<file path="config.mk">
export PLATFORM = sky130hd
export DESIGN_NAME = pred_stabilizer
export DESIGN_NICKNAME = d
export VERILOG_FILES = /design/src/rtl/pred_stab_pkg.sv /design/src/rtl/seg7_decode.sv /design/src/rtl/pred_stabilizer.sv
export SDC_FILE = /design/constraint.sdc
export NUM_CORES = 1
export LEC_CHECK = 0
export ABC_AREA = 1
export ABC_CLOCK_PERIOD_IN_PS = 2150
export BUFFER_PORTS_ARGS = -buffer_cell sky130_fd_sc_hd__buf_4
export CORE_ASPECT_RATIO = 1.1
export CORE_MARGIN = 5
export CORE_UTILIZATION = 35
export DETAILED_ROUTE_END_ITERATION = 16
export GPL_TIMING_DRIVEN = 0
export SLEW_MARGIN = 5
export SYNTH_ARGS = -nofsm -noshare
export SYNTH_HDL_FRONTEND = slang
export SYNTH_SLANG_ARGS = --single-unit
</file>
<file path="constraint.sdc">
create_clock -name clk -period 2.15 [get_ports clk]
set_clock_uncertainty 0.2 [all_clocks]
set_input_delay 0.43 -clock clk [delete_from_list [all_inputs] [get_ports clk]]
set_output_delay 0.43 -clock clk [all_outputs]
set_load 0.02 [all_outputs]
</file>
<file path="src/rtl/pred_stab_pkg.sv">
// Shared types and constants for the prediction stabilizer: FSM state encoding,
// default lock length and the seven-segment pattern table.
package pred_stab_pkg;

    typedef enum logic [1:0] {
        ST_IDLE   = 2'd0,
        ST_TRACK  = 2'd1,
        ST_LOCKED = 2'd2
    } state_t;

    localparam int          STABLE_CNT_DEFAULT = 4;
    localparam logic [3:0]  MAX_CLASS          = 4'd9;
    localparam logic [3:0]  RUN_MAX            = 4'd15;

    // Entry [n] is the a..g pattern (bit0=a) for digit n; listed 9 down to 0.
    localparam logic [9:0][6:0] SEG_TABLE = {
        7'h6F, 7'h7F, 7'h07, 7'h7D, 7'h6D,
        7'h66, 7'h4F, 7'h5B, 7'h06, 7'h3F
    };

endpackage

</file>
<file path="src/rtl/seg7_decode.sv">
// Purely combinational digit-to-segment decode; blank while no class is valid.
module seg7_decode
    import pred_stab_pkg::*;
(
    input  logic [3:0] i_class,
    input  logic       i_valid,
    output logic [6:0] o_seg
);

    always_comb begin
        o_seg = 7'h00;
        if (i_valid && (i_class <= MAX_CLASS)) begin
            o_seg = SEG_TABLE[i_class];
        end
    end

endmodule

</file>
<file path="src/rtl/pred_stabilizer.sv">
// Debounces a stream of digit-classifier predictions: a class is only reported
// once it has been seen STABLE_CNT consecutive valid samples in a row.
module pred_stabilizer
    import pred_stab_pkg::*;
#(
    parameter int STABLE_CNT = STABLE_CNT_DEFAULT
) (
    input  logic       clk,
    input  logic       rst_n,
    input  logic [3:0] pred_in,
    input  logic       pred_valid,
    input  logic       clear,
    output logic [3:0] class_out,
    output logic       class_valid,
    output logic       class_change,
    output logic [6:0] seg_out,
    output logic [3:0] run_len,
    output logic       err_sticky
);

    localparam logic [3:0] LOCK_LEN = 4'(STABLE_CNT);

    state_t     r_state;
    logic [3:0] r_cand;
    logic [3:0] r_run_len;
    logic [3:0] r_class_out;
    logic       r_class_valid;
    logic       r_class_change;
    logic       r_err_sticky;

    state_t     w_state_next;
    logic [3:0] w_cand_next;
    logic [3:0] w_run_len_next;
    logic [3:0] w_class_out_next;
    logic       w_class_valid_next;
    logic       w_class_change_next;
    logic       w_err_sticky_next;
    logic [3:0] w_run_inc;
    logic       w_match;
    logic [6:0] w_seg;

    assign w_run_inc = r_run_len + 4'd1;
    assign w_match   = (pred_in == r_cand);

    always_ff @(posedge clk or negedge rst_n) begin
        if (!rst_n) begin
            r_state        <= ST_IDLE;
            r_cand         <= 4'd0;
            r_run_len      <= 4'd0;
            r_class_out    <= 4'd0;
            r_class_valid  <= 1'b0;
            r_class_change <= 1'b0;
            r_err_sticky   <= 1'b0;
        end else begin
            r_state        <= w_state_next;
            r_cand         <= w_cand_next;
            r_run_len      <= w_run_len_next;
            r_class_out    <= w_class_out_next;
            r_class_valid  <= w_class_valid_next;
            r_class_change <= w_class_change_next;
            r_err_sticky   <= w_err_sticky_next;
        end
    end

    always_comb begin
        w_state_next        = r_state;
        w_cand_next         = r_cand;
        w_run_len_next      = r_run_len;
        w_class_out_next    = r_class_out;
        w_class_valid_next  = r_class_valid;
        w_class_change_next = 1'b0;
        w_err_sticky_next   = r_err_sticky;

        if (clear) begin
            w_state_next       = ST_IDLE;
            w_cand_next        = 4'd0;
            w_run_len_next     = 4'd0;
            w_class_out_next   = 4'd0;
            w_class_valid_next = 1'b0;
            w_err_sticky_next  = 1'b0;
        end else if (pred_valid) begin
            if (pred_in > MAX_CLASS) begin
                // Illegal class: drop the run but keep reporting the last lock.
                w_err_sticky_next = 1'b1;
                w_run_len_next    = 4'd0;
                w_state_next      = ST_IDLE;
            end else begin
                unique case (r_state)
                    ST_IDLE: begin
                        w_cand_next    = pred_in;
                        w_run_len_next = 4'd1;
                        w_state_next   = ST_TRACK;
                    end
                    ST_TRACK: begin
                        if (w_match) begin
                            w_run_len_next = w_run_inc;
                            if (w_run_inc == LOCK_LEN) begin
                                w_state_next        = ST_LOCKED;
                                w_class_out_next    = r_cand;
                                w_class_valid_next  = 1'b1;
                                w_class_change_next = !r_class_valid || (r_cand != r_class_out);
                            end
                        end else begin
                            w_cand_next    = pred_in;
                            w_run_len_next = 4'd1;
                        end
                    end
                    ST_LOCKED: begin
                        if (w_match) begin
                            if (r_run_len != RUN_MAX) begin
                                w_run_len_next = w_run_inc;
                            end
                        end else begin
                            w_cand_next    = pred_in;
                            w_run_len_next = 4'd1;
                            w_state_next   = ST_TRACK;
                        end
                    end
                    default: begin
                        w_state_next = ST_IDLE;
                    end
                endcase
            end
        end
    end

    seg7_decode u_seg7_decode (
        .i_class (r_class_out),
        .i_valid (r_class_valid),
        .o_seg   (w_seg)
    );

    assign class_out    = r_class_out;
    assign class_valid  = r_class_valid;
    assign class_change = r_class_change;
    assign seg_out      = w_seg;
    assign run_len      = r_run_len;
    assign err_sticky   = r_err_sticky;

endmodule

</file>
==> metrics <==
antenna violations before repair 0; crit path max fanout 7; layout cells sized above 1 0.282; clk sinks 17; vias 1333; startpoint types register; setup TNS -272 ps; Final Setup Violations 7; Power Density 468 nW/µm²; num rows 23; WL met3 115 µm; Max Used Layer met4; die area 5190 µm²; R2R depth 7; routed wl met2 1.46 mm; Final Hold Vio Count 0; Post-Syn Area 1350 µm²; sequential area share after synthesis 0.316; clk slew on worst S/H paths 70 ps; Avg Synthesized Cell Area 7.02 µm²; period utilisation layout 1.02; fillers 411; vias in the first global route 1215; routed length per instance 11.7 µm; post-synthesis xor/xnor area fraction 0.0130; pre-CTS setup slack -187 ps; chip width 69.2 µm; status complete, but fails checks; HP Start pred_valid; switching part of the total power 0.335; Slew Limit Fails 0; ANT nets after route 0; f_max 455 MHz; Comb power frac 0.234; Least-Margin Pin Slew 479 ps; Final WS setup -48.4 ps; failing checks negative setup slack; Seq cells post-synth 17; fraction of the mapped netlist area in adder cells 0.111; Hold Crit Depth 3; n_diodes 0; Max-slew headroom 0.681; Detailed Place HPWL 2.42 mm; minimum clock period 2200 ps; sw power 272 µW; Max clock buf depth 2; die height 75.1 µm; Worst setup EP type output port; RePlAce Congestion 0.780; Synthesis Warnings 0; gr usage total 0.130; Initial Util 0.366; portion of total power attributed to sequential cells 0.458; Internal 541 µW; 1st-iter DRT viols 62; worst path required time 1520 ps; post-synthesis mux area share 0; Worst Path Arrival 1570 ps; TritonCTS buffer count 3; Clock Power Share 0.309; syn_nets 212; largest family of logic cells by synthesized area simple AND/OR/NAND/NOR gates; VDD IR max 0.180 mV; worst skew pair latency 250 ps; Synth Area in Compound Gates 0.0882; Synth Instances 192; drt pass-1 iters 4; max-cap violations 0; Pleak 0.000866 µW; worst r2r src r_state[0]$_DFFE_PN0P_; # DRC 0; num ports 26; Setup CP Type register to output port; met1 wire length 1.63 mm; Netlist cell types 26; CTS tree yes; Port Buffers 25; wirelength, routed 3.25 mm; gr ovfl total 0; final core occ 0.471; RSZ-0062 raised after global routing yes; Layout area overhead 28.8%; first-pass GRT wire length 5.51 mm; H-tree level count 1; fraction of the mapped netlist area in simple logic gates 0.390; Net count, final 248; Hold EP err_sticky$_DFFE_PN0P_; reg2reg end r_cand[1]$_DFFE_PN0P_; largest net degree at the start of global routing 18; Vias per Instance 4.81; CORE AREA 3680 µm²; root buffer cell clkbuf_8; Hold Crit Class input pin to register; setup slack, reg-to-reg 210 ps
==> flip-flops by register name, summed over array words and instances, names as in the netlist <==
name and flops:
class_valid 1, r_state 2, err_sticky 1, r_cand 4
class_change 1, run_len 4, class_out 4
==> power groups by stage <==
stage          clock [µW]  sequential [µW]  combinational (µW)
3_3_place_gp            0              378                 188
2_1_floorplan           0              376                 129
5_1_grt               263              376                 216
4_1_cts               258              372                 192
6_report              251              372                 190
3_5_place_dp            0              378                 190
==> cells in the mapped netlist (all sizes together) <==
cell type | number | area (µm²)
a211oi | 1 | 7.51
a21oi | 8 | 40.0
a31oi | 7 | 43.8
clkbuf | 2 | 8.75
dfrtp | 17 | 425
ha | 12 | 150
inv | 27 | 101
nand2 | 58 | 235
nand3 | 14 | 75.1
nand4 | 9 | 56.3
nor2 | 26 | 130
nor3 | 2 | 10.0
o2111ai | 1 | 8.76
o21ai | 3 | 18.8
or2 | 3 | 18.8
xnor2 | 2 | 17.5
==> logic make-up (layout without fill, tap and decap cells) <==
| logic type | after synthesis | count (layout) |
|---|---|---|
| buffers and inverters | 29 | 64 |
| AND/OR/NAND/NOR | 112 | 112 |
| adder cells (fa/ha/maj) | 12 | 12 |
| XOR/XNOR | 2 | 2 |
| AO/OA/AOI/OAI | 20 | 20 |
| flip-flops | 17 | 17 |
==> worst max-delay path, stage by stage (launching register included) <==
cell	delay, ps
dfrtp_2	470
inv_2	110
ha_4	130
inv_2	40
nor2_4	120
nor3_1	70
a211oi_2	200
buf_4	170
==> per-layer routing <==
metal	global-route usage	vias to the layer above
li1	-	692
met1	0.172	611
met2	0.210	26
met3	0.0214	4
met4	0.0586	0
met5	0	-
==> timing repair <==
item | in CTS | in global routing
gates resized for setup | 12 | 1
pin swaps | 4 | 3
setup buffers | 5 | 0
endpoints found under the setup margin | 7 | 7
hold buffers | 1 | 0
hold endpoints to repair | 17 | 0
==> worst max path at each step <==
| stage | slack [ps] | end | from | cells past startpoint |
|---|---|---|---|---|
| floorplan | -60 | seg_out[0] | class_out[0]$_DFFE_PN0P_ | 6 |
| global placement | -180 | seg_out[1] | class_out[0]$_DFFE_PN0P_ | 7 |
| detailed placement | -190 | seg_out[2] | class_out[0]$_DFFE_PN0P_ | 7 |
| CTS | -80 | seg_out[4] | class_out[0]$_DFFE_PN0P_ | 7 |
| global route | -140 | seg_out[0] | class_out[0]$_DFFE_PN0P_ | 7 |
| finish | -50 | seg_out[4] | class_out[0]$_DFFE_PN0P_ | 7 |
==> layout make-up <==
class,count,area [µm²],share of cell area
clock buffer,4,45.0,0.0260
timing repair buffer,31,235,0.136
sequential,17,428,0.247
tap,50,62.6,0.0360
buffer,2,8.76,0.00505
inverter,27,101,0.0584
multi-input combinational,146,855,0.492
==> cells in the final DEF, fill, tap and decap left out, types with 2 or more instances in the layout <==
cell / synthesis / final
nand2_1: 53 / 53
buf_4: 0 / 30
nor2_1: 21 / 20
inv_1: 22 / 18
dfrtp_1: 17 / 15
nand3_1: 13 / 13
ha_1: 12 / 11
inv_2: 5 / 9
nand4_1: 9 / 9
a21oi_1: 8 / 8
a31oi_1: 7 / 6
nor2_4: 4 / 5
nand2_2: 4 / 4
clkbuf_8: 0 / 3
or2_2: 2 / 2
nor3_1: 2 / 2
xnor2_1: 2 / 2
clkbuf_1: 1 / 2
dfrtp_2: 0 / 2
==> stage by stage <==
step | std cells | total power (µW) | cell area, µm² | hold slack [ps]
global placement | 267 | 566 | 1600 | 112
detailed placement | 267 | 569 | 1600 | 115
floorplan | 192 | 505 | 1350 | -65.6
CTS | 277 | 822 | 1730 | 260
finish | 277 | 813 | 1740 | 273
global route | 277 | 854 | 1740 | 267
No activity file was read; power rests on OpenSTA's default activity.
